[src/rtl/pipe_stage_skid_if.sv]
// Handshake and status bundle for pipe_stage_skid; the slave modport is the stage's view.
interface pipe_stage_skid_if #(
    parameter int INSTR_W = 8,
    parameter int DATA_W  = 8,
    parameter int REG_AW  = 3,
    parameter int CNT_W   = 16
);
    logic               flush;
    logic               in_valid;
    logic               in_ready;
    logic [INSTR_W-1:0] in_instr;
    logic               in_regwrite;
    logic               in_loadimm;
    logic [DATA_W-1:0]  in_alures;
    logic [DATA_W-1:0]  in_immdata;
    logic [REG_AW-1:0]  in_writereg;
    logic               out_valid;
    logic               out_ready;
    logic [INSTR_W-1:0] out_instr;
    logic               out_regwrite;
    logic               out_loadimm;
    logic [DATA_W-1:0]  out_alures;
    logic [DATA_W-1:0]  out_immdata;
    logic [REG_AW-1:0]  out_writereg;
    logic [1:0]         occupancy;
    logic [CNT_W-1:0]   stall_cnt;
    logic [CNT_W-1:0]   flush_cnt;

    modport slave (
        input  flush, in_valid, in_instr, in_regwrite, in_loadimm, in_alures,
               in_immdata, in_writereg, out_ready,
        output in_ready, out_valid, out_instr, out_regwrite, out_loadimm,
               out_alures, out_immdata, out_writereg, occupancy, stall_cnt, flush_cnt
    );

    modport master (
        output flush, in_valid, in_instr, in_regwrite, in_loadimm, in_alures,
               in_immdata, in_writereg, out_ready,
        input  in_ready, out_valid, out_instr, out_regwrite, out_loadimm,
               out_alures, out_immdata, out_writereg, occupancy, stall_cnt, flush_cnt
    );
endinterface

[src/rtl/pipe_stage_skid.sv]
// 2-entry skid-buffered pipeline stage (main + skid register), all outputs registered.
// Optional stall/flush performance counters enabled by PIPE_STAGE_PERF_EN.
module pipe_stage_skid #(
    parameter int INSTR_W = 8,
    parameter int DATA_W  = 8,
    parameter int REG_AW  = 3,
    parameter int CNT_W   = 16
) (
    input  logic              clk,
    input  logic              rst,
    pipe_stage_skid_if.slave  bus
);

    typedef enum logic [1:0] {EMPTY = 2'd0, HALF = 2'd1, FULL = 2'd2} state_e;

    typedef struct packed {
        logic [INSTR_W-1:0] instr;
        logic               regwrite;
        logic               loadimm;
        logic [DATA_W-1:0]  alures;
        logic [DATA_W-1:0]  immdata;
        logic [REG_AW-1:0]  writereg;
    } entry_t;

    state_e state_q, state_d;
    entry_t main_q, main_d, skid_q, skid_d, in_e;
    logic   in_rdy, out_vld, accept, emit;

    assign in_e = '{instr:    bus.in_instr,
                    regwrite: bus.in_regwrite,
                    loadimm:  bus.in_loadimm,
                    alures:   bus.in_alures,
                    immdata:  bus.in_immdata,
                    writereg: bus.in_writereg};

    // Handshake decoded from registered state only: no combinational in->out path.
    assign in_rdy  = (state_q != FULL);
    assign out_vld = (state_q != EMPTY);
    assign accept  = bus.in_valid & in_rdy;
    assign emit    = out_vld & bus.out_ready;

    always_ff @(posedge clk or negedge rst) begin
        if (!rst) begin
            state_q <= EMPTY;
            main_q  <= '0;
            skid_q  <= '0;
        end else begin
            state_q <= state_d;
            main_q  <= main_d;
            skid_q  <= skid_d;
        end
    end

    always_comb begin
        state_d = state_q;
        main_d  = main_q;
        skid_d  = skid_q;
        if (bus.flush) begin
            state_d = EMPTY;
            main_d  = '0;
            skid_d  = '0;
        end else begin
            unique case (state_q)
                EMPTY: begin
                    if (accept) begin
                        state_d = HALF;
                        main_d  = in_e;
                    end
                end
                HALF: begin
                    if (accept && emit) begin
                        main_d = in_e;
                    end else if (accept) begin
                        state_d = FULL;
                        skid_d  = in_e;
                    end else if (emit) begin
                        // Clearing keeps regwrite/loadimm low whenever out_valid is low.
                        state_d = EMPTY;
                        main_d  = '0;
                    end
                end
                FULL: begin
                    if (emit) begin
                        state_d = HALF;
                        main_d  = skid_q;
                        skid_d  = '0;
                    end
                end
                default: begin
                    state_d = EMPTY;
                    main_d  = '0;
                    skid_d  = '0;
                end
            endcase
        end
    end

    assign bus.in_ready     = in_rdy;
    assign bus.out_valid    = out_vld;
    assign bus.out_instr    = main_q.instr;
    assign bus.out_regwrite = main_q.regwrite;
    assign bus.out_loadimm  = main_q.loadimm;
    assign bus.out_alures   = main_q.alures;
    assign bus.out_immdata  = main_q.immdata;
    assign bus.out_writereg = main_q.writereg;
    assign bus.occupancy    = 2'(state_q);

`ifdef PIPE_STAGE_PERF_EN
    logic [CNT_W-1:0] stall_q, flush_q;

    // Both counters saturate at all-ones.
    always_ff @(posedge clk or negedge rst) begin
        if (!rst) begin
            stall_q <= '0;
            flush_q <= '0;
        end else begin
            if (out_vld && !bus.out_ready && !bus.flush && (stall_q != '1))
                stall_q <= stall_q + 1'b1;
            if (bus.flush && (flush_q != '1))
                flush_q <= flush_q + 1'b1;
        end
    end

    assign bus.stall_cnt = stall_q;
    assign bus.flush_cnt = flush_q;
`else
    assign bus.stall_cnt = '0;
    assign bus.flush_cnt = '0;
`endif

endmodule

[src/flat_wrapper.sv]
// flat-port wrapper written by rule: the top's interface ports become plain ports
module pipe_stage_skid_flat 
#(
    parameter int INSTR_W = 8,
    parameter int DATA_W  = 8,
    parameter int REG_AW  = 3,
    parameter int CNT_W   = 16
)
  (clk, rst, bus_flush, bus_in_valid, bus_in_instr, bus_in_regwrite, bus_in_loadimm, bus_in_alures, bus_in_immdata, bus_in_writereg, bus_out_ready, bus_in_ready, bus_out_valid, bus_out_instr, bus_out_regwrite, bus_out_loadimm, bus_out_alures, bus_out_immdata, bus_out_writereg, bus_occupancy, bus_stall_cnt, bus_flush_cnt);
  pipe_stage_skid_if #(.INSTR_W(INSTR_W), .DATA_W(DATA_W), .REG_AW(REG_AW), .CNT_W(CNT_W)) bus_i ();
  input  logic clk;
  input  logic rst;
  input wire logic [$bits(bus_i.flush)-1:0] bus_flush;
  input wire logic [$bits(bus_i.in_valid)-1:0] bus_in_valid;
  input wire logic [$bits(bus_i.in_instr)-1:0] bus_in_instr;
  input wire logic [$bits(bus_i.in_regwrite)-1:0] bus_in_regwrite;
  input wire logic [$bits(bus_i.in_loadimm)-1:0] bus_in_loadimm;
  input wire logic [$bits(bus_i.in_alures)-1:0] bus_in_alures;
  input wire logic [$bits(bus_i.in_immdata)-1:0] bus_in_immdata;
  input wire logic [$bits(bus_i.in_writereg)-1:0] bus_in_writereg;
  input wire logic [$bits(bus_i.out_ready)-1:0] bus_out_ready;
  output wire logic [$bits(bus_i.in_ready)-1:0] bus_in_ready;
  output wire logic [$bits(bus_i.out_valid)-1:0] bus_out_valid;
  output wire logic [$bits(bus_i.out_instr)-1:0] bus_out_instr;
  output wire logic [$bits(bus_i.out_regwrite)-1:0] bus_out_regwrite;
  output wire logic [$bits(bus_i.out_loadimm)-1:0] bus_out_loadimm;
  output wire logic [$bits(bus_i.out_alures)-1:0] bus_out_alures;
  output wire logic [$bits(bus_i.out_immdata)-1:0] bus_out_immdata;
  output wire logic [$bits(bus_i.out_writereg)-1:0] bus_out_writereg;
  output wire logic [$bits(bus_i.occupancy)-1:0] bus_occupancy;
  output wire logic [$bits(bus_i.stall_cnt)-1:0] bus_stall_cnt;
  output wire logic [$bits(bus_i.flush_cnt)-1:0] bus_flush_cnt;
  assign bus_i.flush = bus_flush;
  assign bus_i.in_valid = bus_in_valid;
  assign bus_i.in_instr = bus_in_instr;
  assign bus_i.in_regwrite = bus_in_regwrite;
  assign bus_i.in_loadimm = bus_in_loadimm;
  assign bus_i.in_alures = bus_in_alures;
  assign bus_i.in_immdata = bus_in_immdata;
  assign bus_i.in_writereg = bus_in_writereg;
  assign bus_i.out_ready = bus_out_ready;
  assign bus_in_ready = bus_i.in_ready;
  assign bus_out_valid = bus_i.out_valid;
  assign bus_out_instr = bus_i.out_instr;
  assign bus_out_regwrite = bus_i.out_regwrite;
  assign bus_out_loadimm = bus_i.out_loadimm;
  assign bus_out_alures = bus_i.out_alures;
  assign bus_out_immdata = bus_i.out_immdata;
  assign bus_out_writereg = bus_i.out_writereg;
  assign bus_occupancy = bus_i.occupancy;
  assign bus_stall_cnt = bus_i.stall_cnt;
  assign bus_flush_cnt = bus_i.flush_cnt;
  pipe_stage_skid #(.INSTR_W(INSTR_W), .DATA_W(DATA_W), .REG_AW(REG_AW), .CNT_W(CNT_W)) u_core (.clk(clk), .rst(rst), .bus(bus_i));
endmodule
[config.mk]
export PLATFORM = sky130hd
export DESIGN_NAME = pipe_stage_skid_flat
export DESIGN_NICKNAME = d
export VERILOG_FILES = /design/src/rtl/pipe_stage_skid_if.sv /design/src/rtl/pipe_stage_skid.sv /design/src/flat_wrapper.sv
export SDC_FILE = /design/constraint.sdc
export NUM_CORES = 1
export LEC_CHECK = 0
export CAP_MARGIN = 20
export CORE_MARGIN = 2
export CORE_UTILIZATION = 44
export CTS_BUF_LIST = sky130_fd_sc_hd__clkbuf_2 sky130_fd_sc_hd__clkbuf_4 sky130_fd_sc_hd__clkbuf_8
export DETAILED_ROUTE_END_ITERATION = 8
export PLACE_DENSITY = 0.79
export SYNTH_ARGS = -nofsm -noshare
export SYNTH_HDL_FRONTEND = slang
export SYNTH_SLANG_ARGS = --single-unit
[constraint.sdc]
create_clock -name clk -period 1.4 [get_ports clk]
set_input_delay 0.21 -clock clk [delete_from_list [all_inputs] [get_ports clk]]
set_output_delay 0.21 -clock clk [all_outputs]
set_load 0.02 [all_outputs]
Word level (Yosys, flattened, before mapping)
Cells that the tools add are included.
Widths: inputs -> output; s select.
Word-level totals
  bits of input ports: 34
  flip-flop bits (word level): 60
  output and inout port bits: 65
Operators by class
  mux-type cells: 17
  bitwise gates (word level): 2
  eq/ne operators: 11
  reduce and logical (&&, ||, !) cells: 6
Operators with widths (number)
  $mux 29: 8
  $pmux 29 s3: 2
  $mux 2: 6
  $reduce_and 4->1: 3
  $ne 3x2->1 const B: 3
  $ne 4x2->1 const B: 2
  $pmux 2 s3: 1
  $ne 2x2->1 const B: 2
  $ne 4x4->1 const B: 1
  $ne 3x3->1 const B: 1
  $and 1x1->1: 2
  $eq 2x1->1 const B: 1
  $eq 2x2->1 const B: 1
  $logic_not 2->1: 1
  $reduce_bool 2->1: 1
  $logic_and 1x1->1: 1

Longest topological paths before layout
Gate-level depths: netlist of the first run.
  word-level depth: 7
  mapped depth: 7
  depth with buffers taken out: 4

Worst setup path after synthesis of the first run
OpenSTA, ideal clock, no wires.
  path type: flip-flop to flip-flop
  from: reg u_core.state_q[0] (netlist: u_core.bus.occupancy[0])
  to: reg u_core.skid_q[21] in the netlist's numbering
  arrival time: 1.485 ns
  stages on the path, launching flop included: 7
  setup time: 0.079 ns
  clock period less this slack: 1.565 ns
  setup slack: -0.165 ns
  cell sequence: dfrtp_1 > buf_2 > o22a_1 > nor2_1 > buf_4 > buf_6 > mux2i_1
Between the ends
  cells in the longest elaborated chain, start to end: 5
Ends and longest elaborated chain
  from (decl): line pipe_stage_skid.sv:25  | state_e state_q, state_d;
  from (signal assigned): line pipe_stage_skid.sv:48  | state_q <= state_d;
  $ne 2x2->1 / $reduce_bool 2->1 (equally long branches): line pipe_stage_skid.sv:37, pipe_stage_skid.sv:38
  $and 1x1->1, on equally long branches: line pipe_stage_skid.sv:39, pipe_stage_skid.sv:40
  $logic_and 1x1->1: line pipe_stage_skid.sv:71  | if (accept && emit) begin
  $ne 3x3->1 (no source line)
  $reduce_and 4->1 (no source line)
  to (signal assigned): line pipe_stage_skid.sv:50  | skid_q <= skid_d;
  to (decl): line pipe_stage_skid.sv:26  | entry_t main_q, main_d, skid_q, skid_d, in_e;
Parallel ways exist; a longest one is shown, timed or not.
A chain may end at the register's enable or synchronous reset.

Worst setup path after layout of the first run
  from: reg u_core.state_q[0] (netlist: u_core.bus.occupancy[0])
  to: reg u_core.skid_q[16] in the netlist's numbering
The elaborated chain is that of the path after synthesis.

==> summary.md, run 1 <==
| Metric | Value |
|---|---|
| Status | `finished with violations` |
| Violated checks | `negative setup slack` |
| Pleak | `2.12 nW` |
| Initial DRC Count | `109` |
| Yosys reg bits | `60` |
| Pin count of the biggest net entering global routing | `61` |
| Kind of critical path | `reg -> reg` |
| Antenna viol nets, final | `0` |
| HPWL Detailed | `5250 microns` |
| Distinct cell type count after synthesis | `24` |
| Starting density of the core | `0.458` |
| # IOs | `99` |
| Clk sink count | `60` |
| Clk root buf | `clkbuf_8` |
| CP max stage delay | `0.44 ns` |
| Count of pins over their slew limit | `0` |
| Vias/cell | `4.98` |
| Post-Syn Area | `3360 sq um` |
| Unrepaired setup endpoints after global routing | `yes` |
| Core Rows | `31` |
| Final worst path period share | `1.09` |
| Antenna Cells | `0` |
| Post-route cell area | `4550 sq um` |
| Power per cell area | `1050 nW/um^2` |
| Slowest cell on the critical path | `dfrtp_2` |
| Yosys warning total | `0` |
| Vias in the first global route | `2597` |
| First-pass GRT wire length | `12800 microns` |
| Fmax | `0.658 GHz` |
| Area delta synth->final | `35.4%` |
| Synth async-reset ratio | `1.00` |
| VDD IR-drop max | `0.000727 V` |
| Share of layout cells above drive strength 1 | `0.174` |
| Syn avg cell area | `10.7 sq um` |
| Yosys top cell area share | `0.447` |
| CTS tree | `done` |
| Vias | `2525` |
| Remaining DRCs | `0` |
| Area post-placement | `4170 sq um` |
| Worst Path Arrival | `1.79 ns` |
| # fillers | `596` |
| Core area | `7330 sq um` |
| Worst-skew pair later-pin latency | `0.35 ns` |
| Cell with the most instances after synthesis | `dfrtp_1` |
| Total CTS buffers | `9` |
| Number of synthesized flops with an enable pin | `0` |
| Total routed wirelength | `7730 microns` |
| Ranking of synthesized cells by area | `dfrtp_1 45%, mux2i_1 18%, buf_4 8.3%` |
| Clk slew on worst S/H paths | `0.07 ns` |
| Initial DRT Pass Iterations | `4` |
| Htree depth | `3` |
| Critical path peak fanout | `7` |
| Mapped Cells | `315` |
| CP required | `1.67 ns` |
| Setup violators final | `62` |
| Total Routing Usage GR | `0.196` |
| HP Class | `in -> async` |
| CTS Buffer Depth | `2` |
| Routed len/inst | `15.3 microns` |
| Setup WS post-layout | `-0.119 ns` |
| Final setup skew | `0.00480 ns` |
| Top cell type by total area after synthesis | `dfrtp_1` |
| Global route overflow | `0` |
| Chip height | `91.4 microns` |
| Width of the die | `91.4 microns` |
| Placer Congestion | `0.737` |
| Crit. End Element | `register` |
| Share of the yosys chip area belonging to registers | `0.447` |
| Worst R2R Path Depth | `6` |
| Nets | `438` |
| Ys flop type | `dfrtp_1` |
| Commonest cells post-synth | `60 x dfrtp_1, 59 x mux2i_1, 37 x buf_4` |
| Port bufs | `66` |
| Tmin final | `1.52 ns` |
| CP Cell Sequence | `buf_6, o22a_1, nor2_4, buf_12, clkbuf_16, mux2i_1` |
| Final Hold Fails | `0` |
| Worst setup SP type | `register` |
| Total power | `4.76 mW` |
| Max-Cap Viols | `0` |
| Initial antenna violation count | `0` |
| Die Footprint | `8350 sq um` |
final cells by class:
| cell class | count | area, sq um | area share |
|---|---|---|---|
| multi-input combinational | 198 | 1520 | 0.335 |
| clock inverter | 4 | 73.8 | 0.0162 |
| tap | 99 | 124 | 0.0272 |
| sequential | 60 | 1500 | 0.331 |
| timing repair buffer | 104 | 1060 | 0.233 |
| inverter | 31 | 116 | 0.0256 |
| clock buffer | 11 | 145 | 0.0319 |
layer usage:
layer | track usage | up-vias | wire, microns
li1 | - | 1209 | -
met1 | 0.241 | 1234 | 3410
met2 | 0.322 | 73 | 3810
met3 | 0.0622 | 9 | 410
met4 | 0.0732 | 0 | 104
met5 | 0 | - | 0
placed cells by master (no fill, tap or decap), types with 2 or more instances in the layout:
cell type,Yosys,layout
buf_12,0,7
a22o_1,29,29
nor2b_1,3,2
mux2i_2,0,2
clkdlybuf4s50_1,0,32
dfrtp_2,0,2
buf_6,4,9
dfrtp_1,60,58
nor2_1,5,2
bufinv_16,0,2
buf_8,0,3
clkbuf_8,0,10
inv_1,31,31
buf_4,37,20
conb_1,1,32
nand2_1,31,30
dlygate4sd2_1,0,29
o2bb2ai_1,29,29
nor2_2,0,2
mux2i_1,59,56
critical path, delay by kind of cell, from the launching register on:
family	cells	cell delay (ns)
AO/OA/AOI/OAI	1	0.22
AND/OR/NAND/NOR	1	0.16
buffers and inverters	3	0.43
flip-flops	1	0.44
multiplexers	1	0.18
power by group:
group          switching (mW)  internal [mW]  total (mW)
combinational           0.592          0.502        1.09
clock                   0.678           1.06        1.74
sequential             0.0696           1.85        1.92
total                    1.34           3.42        4.76
state kept, by name, indices dropped and copies added, names as in the netlist:
| name | cells |
|---|---|
| u_core.bus.out_instr | 8 |
| u_core.bus.out_immdata | 8 |
| u_core.bus.out_alures | 8 |
| u_core.bus.occupancy | 2 |
| u_core.skid_q | 29 |
| u_core.bus.out_writereg | 3 |
| u_core.bus.out_loadimm | 1 |
| u_core.bus.out_regwrite | 1 |
worst paths after layout:
path / start / endpoint / slack (ns)
setup / recovery: u_core.bus.occupancy[0] / u_core.skid_q[16] / -0.12
min in group clk: bus_in_alures[4] / u_core.skid_q[15] / 0.48
max in group asynchronous: rst / u_core.bus.occupancy[1] / 0.73
hold reg to reg: u_core.bus.out_immdata[0] / u_core.bus.out_immdata[0] / 0.50
hold / removal: rst / u_core.bus.out_instr[2] / 0.40
setup reg to reg: u_core.bus.occupancy[0] / u_core.skid_q[16] / -0.12
kinds of logic (layout without fill, tap and decap cells):
kind of cell / Yosys count / count (layout) / synth area share
other: 1 / 32 / 0.00112
and+or+nand+nor: 43 / 43 / 0.0551
xor gates and xnor gates: 1 / 1 / 0.00261
DFF: 60 / 60 / 0.447
buffers and inverters: 88 / 150 / 0.152
muxes: 59 / 59 / 0.176
AOI/OAI and AO/OA: 63 / 63 / 0.166
metrics by stage:
stage                     worst slack (ns)   util  hold slack, ns  cells  setup TNS, ns
after global placement              -0.301  0.569           0.240    482         -16.60
final                               -0.119  0.621           0.397    507          -5.56
after global routing                -0.187  0.621           0.413    507          -9.79
after detailed placement            -0.414  0.569           0.241    482         -20.66
after floorplan                    -0.0641      -         -0.0856    346          -1.58
after CTS                           -0.129  0.613           0.400    504          -5.88
repair_timing:
| action | CTS | global route |
|---|---|---|
| pin swaps | 0 | 3 |
| gates resized for setup | 62 | 10 |
| buffers inserted | 5 | 3 |
| hold buffers | 1 | 0 |
| setup endpoints to repair | 92 | 63 |
| gates cloned | 1 | 1 |
| hold endpoints to repair | 60 | 0 |
No activity file was read; power rests on OpenSTA's default activity.
==> run 2, diff against run 1 <==
--- a/config.mk
+++ b/config.mk
@@ -7,10 +7,10 @@
 export LEC_CHECK = 0
 export CAP_MARGIN = 20
 export CORE_MARGIN = 2
-export CORE_UTILIZATION = 44
+export CORE_UTILIZATION = 49
 export CTS_BUF_LIST = sky130_fd_sc_hd__clkbuf_2 sky130_fd_sc_hd__clkbuf_4 sky130_fd_sc_hd__clkbuf_8
 export DETAILED_ROUTE_END_ITERATION = 8
-export PLACE_DENSITY = 0.79
+export PLACE_DENSITY = 0.83
 export SYNTH_ARGS = -nofsm -noshare
 export SYNTH_HDL_FRONTEND = slang
 export SYNTH_SLANG_ARGS = --single-unit
==> constraint.sdc (replaced) <==
create_clock -name clk -period 1.54 [get_ports clk]
set_input_delay 0.231 -clock clk [delete_from_list [all_inputs] [get_ports clk]]
set_output_delay 0.231 -clock clk [all_outputs]
set_load 0.02 [all_outputs]
==> run 2 against run 1 <==
  * The run now ends clean
  * Count of clock-buffer cells in the layout unchanged
  * Critical path depth unchanged
  * Cell count down 5.9%
  * Flip-flop and latch count unchanged
  * First-iteration DRC count up 46%
  * Non-clock buffer count down 11
  * Combinational power down 8%
  * Global-route usage up 1.1 points
  * Worst hold slack better by 0.024 ns
  * Clock skew up 0.0076 ns
  * Largest power group unchanged
  * Sequential share of layout area up 0.39 points
==> summary.md, run 2 (synthesis gave the netlist of run 1 again) <==
| Metric | Value |
|---|---|
| Largest reg by FF count | `u_core.skid_q` |
| Antenna viol nets, final | `0 (unchanged)` |
| Vias in the first global route | `2578 (-0.73%)` |
| Final Hold Fails | `0 (unchanged)` |
| Routed len/inst | `16.2 microns (+6.2%)` |
| Worst setup SP type | `register` |
| Initial antenna violation count | `0 (unchanged)` |
| Reg power frac | `0.421 (+0.017)` |
| Core Rows | `30 (-3.2%)` |
| Kind of critical path | `reg -> reg` |
| Reg-to-Reg Start | `u_core.bus.occupancy[0]` |
| Die Footprint | `7540 sq um (-9.8%)` |
| Initial DRT Pass Iterations | `5 (+1)` |
| Largest register FFs | `29 (unchanged)` |
| Reg2reg setup slack | `0.008 ns (+0.13 ns)` |
| Remaining DRCs | `0 (unchanged)` |
| Vias/cell | `5.28 (+6.0%)` |
| CTS Buffer Depth | `2 (unchanged)` |
| Tmin final | `1.53 ns (+0.0127 ns)` |
| Vias | `2518 (-0.28%)` |
| Placer Congestion | `0.770 (+4.5%)` |
| Unrepaired setup endpoints after global routing | `yes` |
| Chip height | `86.8 microns (-5.0%)` |
| Cell-internal power | `2.95 mW (-14%)` |
| HPWL Detailed | `4940 microns (-6.0%)` |
| Antenna Cells | `0 (unchanged)` |
| CP required | `1.79 ns (+0.12 ns)` |
| Slowest cell on the critical path | `dfrtp_2` |
| Crit. End Element | `register` |
| Clk slew on worst S/H paths | `0.07 ns (about the same)` |
| Pin count of the biggest net entering global routing | `61 (unchanged)` |
| Switch Pwr | `1.21 mW (-9.6%)` |
| Worst R2R Path Depth | `6 (unchanged)` |
| Total Routing Usage GR | `0.208 (+0.0113)` |
| Count of pins over their slew limit | `0 (unchanged)` |
| # fillers | `507 (-15%)` |
| Total CTS buffers | `9 (unchanged)` |
| Status | `complete, no violations` |
| Post-route cell area | `4500 sq um (-1.2%)` |
| HP Class | `in -> async` |
| Global route overflow | `0 (unchanged)` |
| Commonest cells after routing, fill and taps aside | `59 x mux2i_1, 58 x dfrtp_1, 32 x conb_1, 32 x clkdlybuf4s50_1` |
| Width of the die | `86.8 microns (-5.0%)` |
| Starting density of the core | `0.500 (+0.0417)` |
| Final worst path period share | `0.995 (-0.0904)` |
| Share of layout cells above drive strength 1 | `0.136 (-0.0380)` |
| Area delta synth->final | `33.8%` |
| Core area | `6720 sq um (-8.3%)` |
| Clk sink count | `60 (unchanged)` |
| Fmax | `0.653 GHz (-0.83%)` |
| Worst Path Arrival | `1.78 ns (about the same)` |
| Finished Layout Cells | `477 (-5.9%)` |
| CP Cell Sequence | `buf_12, o22a_1, nor2_4, buf_12, clkbuf_16, mux2i_1` |
| Clk root buf | `clkbuf_8` |
| Max-Cap Viols | `0 (unchanged)` |
| Commonest non-fill, non-tap cell in the layout | `mux2i_1` |
| FF-to-FF End | `u_core.skid_q[17]` |
| Pleak | `2.32 nW (+9.7%)` |
| Most used cell, CP | `buf_12` |
| Worst-skew pair later-pin latency | `0.33 ns (-0.02 ns)` |
| Total routed wirelength | `7730 microns (about the same)` |
| CTS tree | `done` |
| # IOs | `99 (unchanged)` |
| VDD IR-drop max | `0.000556 V (-24%)` |
| Clock Power Share | `0.339 (-0.027)` |
| Final setup skew | `0.0124 ns (+0.00761 ns)` |
| Area post-placement | `4100 sq um (-1.7%)` |
| Setup violators final | `0 (-100%)` |
| Initial DRC Count | `159 (+46%)` |
| Nets | `427 (-2.5%)` |
| CP max stage delay | `0.44 ns (about the same)` |
| Inst Count DP | `454 (-5.8%)` |
| Power per cell area | `924 nW/um^2 (-12%)` |
| Port bufs | `66 (unchanged)` |
| Critical path peak fanout | `6 (-1)` |
| Sw Ratio | `0.291 (+0.00959)` |
| Combinational share of power | `0.240 (+0.010)` |
| First-pass GRT wire length | `12200 microns (-4.6%)` |
| Htree depth | `3 (unchanged)` |
run 2: cell count changes in the layout (fill, tap and decap cells not counted), moves of 3 or more:
cell	before	now
buf_6	9	2
buf_4	20	11
buf_12	7	10
dlygate4sd2_1	29	9
mux2i_1	56	59
dlymetal6s2s_1	0	22
buf_8	3	0
run 2: worst max path at each step:
stage | endpoint | slack, ns | startpoint | depth (start not counted)
final | u_core.skid_q[17] | 0.008 | u_core.bus.occupancy[0] | 6
after global routing | u_core.skid_q[9] | -0.05 | u_core.bus.occupancy[0] | 6
after CTS | bus_in_ready | -0.005 | u_core.bus.occupancy[1] | 3
after detailed placement | u_core.skid_q[21] | -0.21 | bus_in_valid | 6
after global placement | u_core.bus.out_instr[3] | -0.15 | bus_out_ready | 6
after floorplan | u_core.skid_q[21] | 0.01 | u_core.bus.occupancy[0] | 6
run 2: power by group through the flow:
| stage | Combinational [mW] | Clock, mW | Sequential, mW |
|---|---|---|---|
| final | 1.00 | 1.41 | 1.75 |
| after global routing | 1.08 | 1.51 | 1.76 |
| after CTS | 0.945 | 1.43 | 1.75 |
| after detailed placement | 0.954 | 0 | 1.78 |
| after global placement | 0.935 | 0 | 1.77 |
| after floorplan | 0.511 | 0 | 1.85 |
run 2: stage by stage:
stage	hold WS (ns)	utilization	TNS, ns	total power [mW]	setup slack, ns
floorplan	-0.0646	-	0	2.37	0.0146
global placement	0.263	0.611	-8.04	2.71	-0.153
detailed placement	0.262	0.611	-9.56	2.73	-0.206
CTS	0.441	0.639	-0.00500	4.12	-0.00500
global route	0.470	0.669	-0.817	4.35	-0.0504
finish	0.420	0.669	0	4.16	0.00787
run 2: critical path: cells and delay by family (launching register included):
| family | cells | cell delay, ns |
|---|---|---|
| buffers and inverters | 3 | 0.45 |
| DFF | 1 | 0.44 |
| AOI/OAI and AO/OA | 1 | 0.22 |
| muxes | 1 | 0.19 |
| and+or+nand+nor | 1 | 0.15 |
run 2: final cells by class:
class,count,area (sq um),area share
multi-input combinational,198,1500,0.334
tap,80,100,0.0223
clock inverter,4,50.0,0.0111
timing repair buffer,93,1080,0.240
clock buffer,11,145,0.0323
inverter,31,116,0.0259
sequential,60,1500,0.334
run 2: repair_timing:
item	in CTS	in global routing
setup endpoints to repair	11	67
hold buffers	1	0
cloned	0	4
pin swaps	0	2
endpoints found under the hold margin	60	0
buffers inserted	0	3
gates resized for setup	16	31
run 2: metal layers:
metal,part of all wire,vias to the layer above,wire (microns),GRT usage
met5,0,-,0,0
li1,-,1178,-,-
met2,0.51,73,3930,0.346
met1,0.44,1259,3420,0.266
met4,0.010,0,78,0.0781
met3,0.039,8,304,0.0429
